File: src/rtl/acc_chain_pkg.sv
// Shared definitions for the cascaded accumulator controller.
// Holds the FSM state encoding and the default widths used by
// acc_chain_if, acc_chain_dp and acc_chain_ctrl.
package acc_chain_pkg;

    // Default burst-length field width; len == 0 encodes 2^LEN_W samples
    localparam int unsigned LEN_W_DEF = 4;
    // Default accumulator width
    localparam int unsigned DW_DEF    = 8;
    // Fixed sample width on the input stream
    localparam int unsigned IN_W      = 4;

    // Controller states
    typedef enum logic [1:0] {
        IDLE = 2'd0,
        RUN  = 2'd1,
        DONE = 2'd2
    } state_e;

endpackage : acc_chain_pkg

File: src/rtl/acc_chain_if.sv
// Handshake/bus bundle of acc_chain_ctrl.
// Groups burst control (start/len/abort/busy), the sample stream
// (in_valid/in_data/in_ready) and the result channel
// (res_valid/res_ready/res_acc1..3/ovf).
//   slave  : seen from the controller
//   master : seen from the block driving bursts and taking results
interface acc_chain_if
    import acc_chain_pkg::*;
#(
    parameter int unsigned LEN_W = LEN_W_DEF,
    parameter int unsigned DW    = DW_DEF
);

    logic              start;
    logic [LEN_W-1:0]  len;
    logic              abort;
    logic              busy;

    logic              in_valid;
    logic [IN_W-1:0]   in_data;
    logic              in_ready;

    logic              res_valid;
    logic              res_ready;
    logic [DW-1:0]     res_acc1;
    logic [DW-1:0]     res_acc2;
    logic [DW-1:0]     res_acc3;
    logic              ovf;

    modport slave (
        input  start, len, abort, in_valid, in_data, res_ready,
        output busy, in_ready, res_valid, res_acc1, res_acc2, res_acc3, ovf
    );

    modport master (
        output start, len, abort, in_valid, in_data, res_ready,
        input  busy, in_ready, res_valid, res_acc1, res_acc2, res_acc3, ovf
    );

endinterface : acc_chain_if

File: src/rtl/acc_chain_dp.sv
// Datapath of acc_chain_ctrl: three cascaded accumulators with a sticky
// overflow flag.
//   acc1' = acc1 + data
//   acc2' = acc2 + acc1'
//   acc3' = acc3 + acc1' + acc2'
// Sums are formed at DW+2 bits; any carry beyond DW bits sets the flag.
// Build option ACC_CHAIN_SAT_EN: clamp each update to 2^DW-1 on
// overflow; otherwise updates wrap modulo 2^DW.
// Ports:
//   clk, reset       clock, synchronous active-low reset
//   acc_clr_i        zero the three accumulators (wins over en_i)
//   ovf_clr_i        clear the overflow flag
//   en_i             apply one sample
//   data_i           unsigned sample
//   acc1_o..acc3_o   accumulator registers
//   ovf_o            sticky overflow flag
module acc_chain_dp
    import acc_chain_pkg::*;
#(
    parameter int unsigned DW = DW_DEF
) (
    input  logic            clk,
    input  logic            reset,
    input  logic            acc_clr_i,
    input  logic            ovf_clr_i,
    input  logic            en_i,
    input  logic [IN_W-1:0] data_i,
    output logic [DW-1:0]   acc1_o,
    output logic [DW-1:0]   acc2_o,
    output logic [DW-1:0]   acc3_o,
    output logic            ovf_o
);

    localparam int unsigned SW = DW + 2;

    logic [DW-1:0] acc1_q, acc1_d;
    logic [DW-1:0] acc2_q, acc2_d;
    logic [DW-1:0] acc3_q, acc3_d;
    logic          ovf_q,  ovf_d;

    logic [SW-1:0] sum1, sum2, sum3;
    logic          carry1, carry2, carry3;
    logic [DW-1:0] acc1_n, acc2_n, acc3_n;

    // Cascaded adders; later stages see the already-fitted earlier results
    always_comb begin
        sum1   = SW'(acc1_q) + SW'(data_i);
        carry1 = |sum1[SW-1:DW];
`ifdef ACC_CHAIN_SAT_EN
        acc1_n = carry1 ? {DW{1'b1}} : sum1[DW-1:0];
`else
        acc1_n = sum1[DW-1:0];
`endif

        sum2   = SW'(acc2_q) + SW'(acc1_n);
        carry2 = |sum2[SW-1:DW];
`ifdef ACC_CHAIN_SAT_EN
        acc2_n = carry2 ? {DW{1'b1}} : sum2[DW-1:0];
`else
        acc2_n = sum2[DW-1:0];
`endif

        sum3   = SW'(acc3_q) + SW'(acc1_n) + SW'(acc2_n);
        carry3 = |sum3[SW-1:DW];
`ifdef ACC_CHAIN_SAT_EN
        acc3_n = carry3 ? {DW{1'b1}} : sum3[DW-1:0];
`else
        acc3_n = sum3[DW-1:0];
`endif
    end

    // Register update selection; clear beats enable
    always_comb begin
        acc1_d = acc1_q;
        acc2_d = acc2_q;
        acc3_d = acc3_q;
        ovf_d  = ovf_q;

        if (acc_clr_i) begin
            acc1_d = '0;
            acc2_d = '0;
            acc3_d = '0;
        end else if (en_i) begin
            acc1_d = acc1_n;
            acc2_d = acc2_n;
            acc3_d = acc3_n;
            ovf_d  = ovf_q | carry1 | carry2 | carry3;
        end

        if (ovf_clr_i) begin
            ovf_d = 1'b0;
        end
    end

    always_ff @(posedge clk) begin
        if (!reset) begin
            acc1_q <= '0;
            acc2_q <= '0;
            acc3_q <= '0;
            ovf_q  <= 1'b0;
        end else begin
            acc1_q <= acc1_d;
            acc2_q <= acc2_d;
            acc3_q <= acc3_d;
            ovf_q  <= ovf_d;
        end
    end

    assign acc1_o = acc1_q;
    assign acc2_o = acc2_q;
    assign acc3_o = acc3_q;
    assign ovf_o  = ovf_q;

endmodule : acc_chain_dp

File: src/rtl/acc_chain_ctrl.sv
// Burst controller for the cascaded accumulator.
// A start in IDLE captures the burst length and clears the datapath;
// RUN accepts samples until the count is exhausted, then DONE presents
// the result until it is taken. abort in RUN drops the burst.
// Build option ACC_CHAIN_SAT_EN selects saturating accumulators
// (see acc_chain_dp); default is wrapping.
// Ports:
//   clk    clock, all state on rising edge
//   reset  synchronous active-low reset
//   bus    acc_chain_if.slave: start/len/abort/busy, in_valid/in_data/
//          in_ready, res_valid/res_ready/res_acc1..3/ovf
module acc_chain_ctrl
    import acc_chain_pkg::*;
#(
    parameter int unsigned LEN_W = LEN_W_DEF,
    parameter int unsigned DW    = DW_DEF
) (
    input  logic        clk,
    input  logic        reset,
    acc_chain_if.slave  bus
);

    state_e           state_q, state_d;
    // Samples still to accept; 0 at capture means 2^LEN_W, the wrap on
    // decrement takes care of it since completion is detected at 1
    logic [LEN_W-1:0] rem_q, rem_d;
    logic             busy_q;
    logic             in_ready_q;
    logic             res_valid_q;

    logic             acc_clr;
    logic             ovf_clr;
    logic             acc_en;
    logic             accept;

    logic [DW-1:0]    acc1, acc2, acc3;
    logic             ovf;

    assign accept = (state_q == RUN) && bus.in_valid;

    // Next-state, counter and datapath control
    always_comb begin
        state_d = state_q;
        rem_d   = rem_q;
        acc_clr = 1'b0;
        ovf_clr = 1'b0;
        acc_en  = 1'b0;

        unique case (state_q)
            IDLE: begin
                if (bus.start) begin
                    rem_d   = bus.len;
                    acc_clr = 1'b1;
                    ovf_clr = 1'b1;
                    state_d = RUN;
                end
            end
            RUN: begin
                // abort outranks a coincident accept, including the last one
                if (bus.abort) begin
                    acc_clr = 1'b1;
                    state_d = IDLE;
                end else if (accept) begin
                    acc_en = 1'b1;
                    rem_d  = rem_q - LEN_W'(1);
                    if (rem_q == LEN_W'(1)) begin
                        state_d = DONE;
                    end
                end
            end
            DONE: begin
                if (bus.res_ready) begin
                    state_d = IDLE;
                end
            end
            default: begin
                state_d = IDLE;
            end
        endcase
    end

    // State, counter and decoded status flops
    always_ff @(posedge clk) begin
        if (!reset) begin
            state_q     <= IDLE;
            rem_q       <= '0;
            busy_q      <= 1'b0;
            in_ready_q  <= 1'b0;
            res_valid_q <= 1'b0;
        end else begin
            state_q     <= state_d;
            rem_q       <= rem_d;
            busy_q      <= (state_d != IDLE);
            in_ready_q  <= (state_d == RUN);
            res_valid_q <= (state_d == DONE);
        end
    end

    acc_chain_dp #(
        .DW (DW)
    ) u_dp (
        .clk       (clk),
        .reset     (reset),
        .acc_clr_i (acc_clr),
        .ovf_clr_i (ovf_clr),
        .en_i      (acc_en),
        .data_i    (bus.in_data),
        .acc1_o    (acc1),
        .acc2_o    (acc2),
        .acc3_o    (acc3),
        .ovf_o     (ovf)
    );

    assign bus.busy      = busy_q;
    assign bus.in_ready  = in_ready_q;
    assign bus.res_valid = res_valid_q;
    assign bus.res_acc1  = acc1;
    assign bus.res_acc2  = acc2;
    assign bus.res_acc3  = acc3;
    assign bus.ovf       = ovf;

endmodule : acc_chain_ctrl

File: src/flat_wrapper.sv
// flat-port wrapper written by rule: the top's interface ports become plain ports
module acc_chain_ctrl_flat import acc_chain_pkg::*;
#(
    parameter int unsigned LEN_W = LEN_W_DEF,
    parameter int unsigned DW    = DW_DEF
)
  (clk, reset, bus_start, bus_len, bus_abort, bus_in_valid, bus_in_data, bus_res_ready, bus_busy, bus_in_ready, bus_res_valid, bus_res_acc1, bus_res_acc2, bus_res_acc3, bus_ovf);
  acc_chain_if #(.LEN_W(LEN_W), .DW(DW)) bus_i ();
  input  logic clk;
  input  logic reset;
  input wire logic [$bits(bus_i.start)-1:0] bus_start;
  input wire logic [$bits(bus_i.len)-1:0] bus_len;
  input wire logic [$bits(bus_i.abort)-1:0] bus_abort;
  input wire logic [$bits(bus_i.in_valid)-1:0] bus_in_valid;
  input wire logic [$bits(bus_i.in_data)-1:0] bus_in_data;
  input wire logic [$bits(bus_i.res_ready)-1:0] bus_res_ready;
  output wire logic [$bits(bus_i.busy)-1:0] bus_busy;
  output wire logic [$bits(bus_i.in_ready)-1:0] bus_in_ready;
  output wire logic [$bits(bus_i.res_valid)-1:0] bus_res_valid;
  output wire logic [$bits(bus_i.res_acc1)-1:0] bus_res_acc1;
  output wire logic [$bits(bus_i.res_acc2)-1:0] bus_res_acc2;
  output wire logic [$bits(bus_i.res_acc3)-1:0] bus_res_acc3;
  output wire logic [$bits(bus_i.ovf)-1:0] bus_ovf;
  assign bus_i.start = bus_start;
  assign bus_i.len = bus_len;
  assign bus_i.abort = bus_abort;
  assign bus_i.in_valid = bus_in_valid;
  assign bus_i.in_data = bus_in_data;
  assign bus_i.res_ready = bus_res_ready;
  assign bus_busy = bus_i.busy;
  assign bus_in_ready = bus_i.in_ready;
  assign bus_res_valid = bus_i.res_valid;
  assign bus_res_acc1 = bus_i.res_acc1;
  assign bus_res_acc2 = bus_i.res_acc2;
  assign bus_res_acc3 = bus_i.res_acc3;
  assign bus_ovf = bus_i.ovf;
  acc_chain_ctrl #(.LEN_W(LEN_W), .DW(DW)) u_core (.clk(clk), .reset(reset), .bus(bus_i));
endmodule
File: config.mk
export PLATFORM = sky130hd
export DESIGN_NAME = acc_chain_ctrl_flat
export DESIGN_NICKNAME = d
export VERILOG_FILES = /design/src/rtl/acc_chain_pkg.sv /design/src/rtl/acc_chain_if.sv /design/src/rtl/acc_chain_dp.sv /design/src/rtl/acc_chain_ctrl.sv /design/src/flat_wrapper.sv
export SDC_FILE = /design/constraint.sdc
export NUM_CORES = 1
export LEC_CHECK = 0
export ABC_AREA = 1
export CAP_MARGIN = 20
export CORE_AREA = 3 3 72 74
export CTS_BUF_LIST = sky130_fd_sc_hd__clkbuf_8
export CTS_CLUSTER_DIAMETER = 60
export DETAILED_ROUTE_END_ITERATION = 7
export DIE_AREA = 0 0 75 77
export PLACE_DENSITY = 0.82
export SLEW_MARGIN = 20
export SYNTH_ARGS = -nofsm -noshare
export SYNTH_HDL_FRONTEND = slang
export SYNTH_SLANG_ARGS = --single-unit
File: constraint.sdc
create_clock -name clk -period 11.03 [get_ports clk]
set_input_delay 3.309 -clock clk [delete_from_list [all_inputs] [get_ports clk]]
set_output_delay 3.309 -clock clk [all_outputs]
set_load 0.01 [all_outputs]
==> run summary, run 1 <==
Slowest stage delay, CP - 0.50 ns
Syn. warnings - 0
Initial antenna violation count - 0
Overflow after GRT - 0
Worst VDD drop - 0.0627 mV
Worst-path clk slew - 0.08 ns
CP most frequent cell - nand2_1
Net Switching - 0.0000981 W
Post-CTS Setup Bufs - 0
Clock sink count - 34
Worst Tran Pin Value - 0.627 ns
Syn Inst Count - 360
CTS H-tree depth - 2
Reg power frac - 0.426
Avg Inst Size Synth - 7.06 sq um
First-pass GRT wire length - 10,100 microns
Pwr Total - 0.000305 W
Clk root buf - clkbuf_8
P&R area growth vs syn - 20.4%
Compound-Gate Fraction of Synth Area - 0.141
Starting Density - 0.546
Synth top area share - 0.268
Total wire length - 5980 microns
Max-cap viol count - 0
Top post-synthesis cells by area - dfxtp_1 27%, nand2_1 11%, inv_1 11%, ha_1 11%, fa_1 7.9%
Max Clock Skew - 0.00985 ns
Commonest cells after routing, fill and taps aside - 75 x nand2_1, 74 x inv_1, 41 x clkdlybuf4s50_1
Final slew viol count - 0
Number of distinct library cells after synthesis - 31
Simple-Gate Fraction of Synth Area - 0.239
Die ar. - 5780 sq um
Vias in the first global route - 2,352
Crit-path slowest cell - fa_1
Tot GR Track Use - 0.222
Switching Fraction - 0.321
Core ar. - 4660 sq um
Max_slew headroom - 0.581
Flop2flop setup slack - 6.83 ns
Iter 0 DRT Violations - 115
FP Rows - 25
Die Y-Extent - 77 microns
Clk buf depth - 2
Vias - 2,417
Mux contribution to synthesized area - 0
Total Neg Setup Slack - 0 ns
Crit path capture type - flop
CTS tree - yes
RSZ-0062 raised after global routing - no
Final hold violations - 0
Ant diodes - 0
Largest net degree at the start of global routing - 37
Boundary Pins - 42
RD Place Congestion - 0.856
Worst skew pair latency - 0.30 ns
DR WL/cell - 13.1 microns
Max Fclk - 0.137 GHz
Layout Utilization - 0.657
Hpwl dp - 4470 microns
# setup viols final - 0
Fraction of layout cells with a size suffix above 1 - 0.0447
I/O Buffers - 41
PwrDens - 99.8 nW/um^2
HP Class - flop to flop
Mapped cell area - 2540 sq um
Combinational power share - 0.241
Critical Path RT - 11.22 ns
Post-synthesis xor/xnor area fraction - 0.0310
Register area share after synthesis - 0.268
Final hold slack - 0.491 ns
Area leader, netlist - dfxtp_1
Most common cell after layout, fill and taps aside - nand2_1
WP data arrival - 7.47 ns
Critical path startpoint category - input pin
DRC Markers - 0
Clk pwr share - 0.333
Hold-fix buffers at CTS - 0
Drt pass-1 iters - 5
Remaining antenna violation count - 0
PostCTS Resize Cnt - 0
Largest family of logic cells by synthesized area - simple AND/OR/NAND/NOR gates
Internal - 0.000207 W
Final worst path period need - 7.27 ns
Tcrit/Tclk final - 0.659
Syn nets - 406
Final Net Count - 448
LEAKAGE - 1.54 nW
Adder-cell share of the synthesized area - 0.187
Crit path kind - input pin to flop
Die W - 75 microns
Status - finished, final reports clean
CTS Buf Count - 5
Worst Path Max Fanout - 5
Seq cells post-synth - 34
Drt via density - 5.29
## worst max-delay path, delay by kind of cell
kind | cells | cell delay, ns
compound gates | 3 | 0.39
xor+xnor | 1 | 0.16
simple gates | 12 | 1.14
fa+ha+maj | 5 | 1.80
buf+inv | 5 | 0.63
## area by class of cell
class	count	area (sq um)
well taps	54	67.6
clock buffers	6	82.6
repair buffers	41	410
multi-input cells	244	1520
clock inverters	2	12.5
flip-flops and latches	34	681
inverters	76	288
fillers	427	1600
## power by group through the flow
stage               clock [W]  combinational (W)  sequential [W]
floorplan                   0          0.0000499        0.000133
global placement            0          0.0000690        0.000133
detailed placement          0          0.0000728        0.000133
CTS                  0.000101          0.0000732        0.000130
global route         0.000108          0.0000825        0.000131
finish               0.000102          0.0000736        0.000130
## kinds of logic (layout without fill, tap and decap cells)
| group | count (synthesis) | after routing |
|---|---|---|
| buffers and inverters | 82 | 125 |
| adders and majority gates | 32 | 32 |
| AOI/OAI and AO/OA | 65 | 65 |
| DFF | 34 | 34 |
| xor gates and xnor gates | 9 | 9 |
| and+or+nand+nor | 138 | 138 |
## cells in the mapped netlist
library cell,n
a211oi_1,1
a21boi_0,1
a21oi_1,30
a21oi_2,2
a31oi_1,4
and2_1,4
buf_2,1
buf_4,2
buf_6,3
dfxtp_1,34
fa_1,10
ha_1,22
inv_1,74
inv_2,1
inv_4,1
nand2_1,75
nand2_4,1
nand3_1,21
nand3_2,1
nand4_1,4
nor2_1,27
nor2_4,1
nor2_8,1
nor3_1,1
o211ai_1,4
o21ai_0,17
o21ai_1,4
o21bai_1,2
or2_2,2
xnor2_1,1
xor2_1,8
## metrics by stage
step / worst slack, ns / cell area (sq um) / std cells
6_report: 3.76 / 3060 / 457
3_3_place_gp: 3.58 / 2970 / 449
4_1_cts: 3.74 / 3060 / 457
5_1_grt: 3.36 / 3060 / 457
3_5_place_dp: 3.46 / 2970 / 449
2_1_floorplan: 4.15 / 2540 / 360
## routing by layer
layer	share of wire	global-route usage
met2	0.52	0.394
met3	0.052	0.0433
met5	0	0
met1	0.41	0.259
met4	0.019	0.0694
## state kept, by name (all words and copies together) (netlist names)
signal                cells
u_core.u_dp.acc2_o        8
u_core.bus.in_ready       1
u_core.state_q            2
u_core.rem_q              4
u_core.u_dp.acc3_o        8
u_core.u_dp.acc1_o        8
u_core.u_dp.ovf_o         1
u_core.bus.res_valid      1
u_core.bus.busy           1
## path summary, 6_finish.rpt
path,depth (start not counted),end,start
setup / recovery,26,u_core.u_dp.ovf_o$_SDFFE_PP0P_,bus_in_data[0]
hold / removal,2,u_core.u_dp.acc1_o[0]$_SDFFE_PP0P_,u_core.u_dp.acc1_o[0]$_SDFFE_PP0P_
setup reg to reg,25,u_core.u_dp.ovf_o$_SDFFE_PP0P_,u_core.u_dp.acc1_o[0]$_SDFFE_PP0P_
hold reg to reg,2,u_core.u_dp.acc1_o[0]$_SDFFE_PP0P_,u_core.u_dp.acc1_o[0]$_SDFFE_PP0P_
Note: power is estimated with default switching activity, not from simulation.
==> inputs of run 2 (changes only) <==
Clock period 11.03 ns to 7.2 ns, I/O delays scaled along.
==> run 2 against run 1 <==
Net effect: cell area is the same; register-to-register slack lost 3.9 ns; total power is 52% higher; via count down 1.5%; wire length fell by 2.8%; critical path depth decreased by 1; die area stayed put; sequential share of layout area unchanged; clock skew down 0.0033 ns; global-route usage is 0.053 points higher; clock power increased by 51%; sequential power increased by 53%; critical path type unchanged.
==> run summary, run 2 (synthesized netlist as in run 1, its figures left out) <==
Status - finished, final reports clean
Post-CTS Setup Bufs - 0 (unchanged)
LEAKAGE - 1.54 nW (unchanged)
Final worst path period need - 6.18 ns
Worst Tran Pin Value - 0.633 ns (+0.00566 ns)
Die W - 75 microns (unchanged)
Most common cell after layout, fill and taps aside - nand2_1
RSZ-0062 raised after global routing - no
Core ar. - 4660 sq um (unchanged)
Max_slew headroom - 0.577 (-0.00379)
Iter 0 DRT Violations - 77 (-33%)
DR WL/cell - 12.7 microns (-2.8%)
Drt pass-1 iters - 4 (-1)
Critical path startpoint category - input pin
Remaining antenna violation count - 0 (unchanged)
FP Rows - 25 (unchanged)
Max Clock Skew - 0.00658 ns (-0.00326 ns)
Fraction of layout cells with a size suffix above 1 - 0.0447 (unchanged)
Clk buf depth - 2 (unchanged)
Vias - 2,380 (-1.5%)
Max-cap viol count - 0 (unchanged)
Critical Path RT - 7.38 ns (-3.84 ns)
Initial antenna violation count - 0 (unchanged)
WP data arrival - 6.36 ns (-1.11 ns)
Overflow after GRT - 0 (unchanged)
Crit path capture type - flop
Clk root buf - clkbuf_8
Final slew viol count - 0 (unchanged)
Die ar. - 5780 sq um (unchanged)
PostCTS Resize Cnt - 0 (unchanged)
Boundary Pins - 42 (unchanged)
Post-route setup slack - 1.02 ns (-2.73 ns)
Starting Density - 0.546 (unchanged)
Worst skew pair latency - 0.29 ns (about the same)
Vias in the first global route - 2,400 (+2.0%)
CTS tree - yes
Dpl ws - 0.758 ns (-2.71 ns)
Tcrit/Tclk final - 0.858
Register area - 681 sq um (unchanged)
First-pass GRT wire length - 10,200 microns (+1.1%)
Cells after DPL - 449 (unchanged)
Final Net Count - 448 (unchanged)
Hold-fix buffers at CTS - 0 (unchanged)
P&R area growth vs syn - 20.4% (unchanged)
Total wire length - 5810 microns (-2.8%)
Largest net degree at the start of global routing - 37 (unchanged)
FILL cells - 425 (-0.47%)
Worst Path Max Fanout - 5 (unchanged)
CTS H-tree depth - 2 (unchanged)
# setup viols final - 0 (unchanged)
Total Neg Setup Slack - 0 ns (unchanged)
Crit path kind - input pin to flop
DRC Markers - 0 (unchanged)
Drt via density - 5.21 (-1.5%)
Ant diodes - 0 (unchanged)
RD Place Congestion - 0.856 (about the same)
Post-Layout Cell Count - 457 (unchanged)
Final hold violations - 0 (unchanged)
Max Fclk - 0.162 GHz
Tot GR Track Use - 0.222 (+0.000526)
Multi-input gate area in the final layout - 1520 sq um (unchanged)
I/O Buffers - 41 (unchanged)
PwrDens - 152 nW/um^2 (+52%)
Hpwl dp - 4440 microns (-0.75%)
Die Y-Extent - 77 microns (unchanged)
Worst-path clk slew - 0.08 ns (about the same)
Clock sink count - 34 (unchanged)
HP Class - flop to flop
CTS Buf Count - 5 (unchanged)
Commonest cells after routing, fill and taps aside - 75 x nand2_1, 74 x inv_1, 41 x clkdlybuf4s50_1
Worst VDD drop - 0.0793 mV (+26%)
run 2: cell counts in the layout (fill, tap and decap cells not counted):
No cell type changed its count.
run 2: final cells by class:
type | count | share of cell area
multi-input combinational | 244 | 0.497
sequential | 34 | 0.222
timing repair buffer | 41 | 0.134
inverter | 76 | 0.0940
clock buffer | 6 | 0.0270
tap | 54 | 0.0221
clock inverter | 2 | 0.00409
run 2: path summary, 6_finish.rpt:
path                                            from                                  to  slack (ns)  depth (start not counted)
setup reg to reg  u_core.u_dp.acc1_o[0]$_SDFFE_PP0P_      u_core.u_dp.ovf_o$_SDFFE_PP0P_        2.94                         24
setup / recovery                      bus_in_data[0]      u_core.u_dp.ovf_o$_SDFFE_PP0P_        1.02                         25
hold / removal    u_core.u_dp.acc1_o[0]$_SDFFE_PP0P_  u_core.u_dp.acc1_o[0]$_SDFFE_PP0P_        0.50                          2
hold reg to reg   u_core.u_dp.acc1_o[0]$_SDFFE_PP0P_  u_core.u_dp.acc1_o[0]$_SDFFE_PP0P_        0.50                          2
run 2: per-layer routing:
layer | vias to the layer above | wire [microns] | GRT usage
li1 | 1218 | - | -
met3 | 20 | 185 | 0.0406
met5 | - | 0 | 0
met1 | 1085 | 2510 | 0.265
met4 | 0 | 160 | 0.0907
met2 | 57 | 2950 | 0.381
run 2: critical path: stages:
cell and delay [ns]:
clkdlybuf4s50_1 0.40, ha_1 0.21, fa_1 0.42, nand3_1 0.13
nand2_1 0.09, nand2_1 0.08, nor2_1 0.05, xor2_1 0.16
inv_1 0.10, ha_1 0.33, a21oi_1 0.16, a21boi_0 0.25
nand3_1 0.13, and2_1 0.20, fa_1 0.50, inv_1 0.04
ha_1 0.34, nand2_1 0.10, inv_1 0.04, a21oi_1 0.13
nand2_1 0.08, nand2_1 0.06, nand2_1 0.04, nor2_1 0.08
a21oi_1 0.06
run 2: where the power goes:
group	internal, W	leakage, nW	switching, W
sequential	0.000194	0.276	0.00000494
combinational	0.0000461	1.21	0.0000654
clock	0.0000770	0.0472	0.0000775
total	0.000317	1.54	0.000148
run 2: stage by stage:
| step | instance area (sq um) | util | hold WS (ns) | total power [W] |
|---|---|---|---|---|
| CTS | 3060 | 0.657 | 0.497 | 0.000465 |
| global placement | 2970 | 0.637 | 0.467 | 0.000309 |
| finish | 3060 | 0.657 | 0.497 | 0.000465 |
| global route | 3060 | 0.657 | 0.520 | 0.000491 |
| detailed placement | 2970 | 0.637 | 0.486 | 0.000315 |
| floorplan | 2540 | - | 0.449 | 0.000281 |
==> inputs of run 3 (changes only) <==
Settings changed: SLEW_MARGIN 20 to 15.
==> results of run 3 <==
Same layout as run 2: the final DEF is identical, and so are final timing and power.
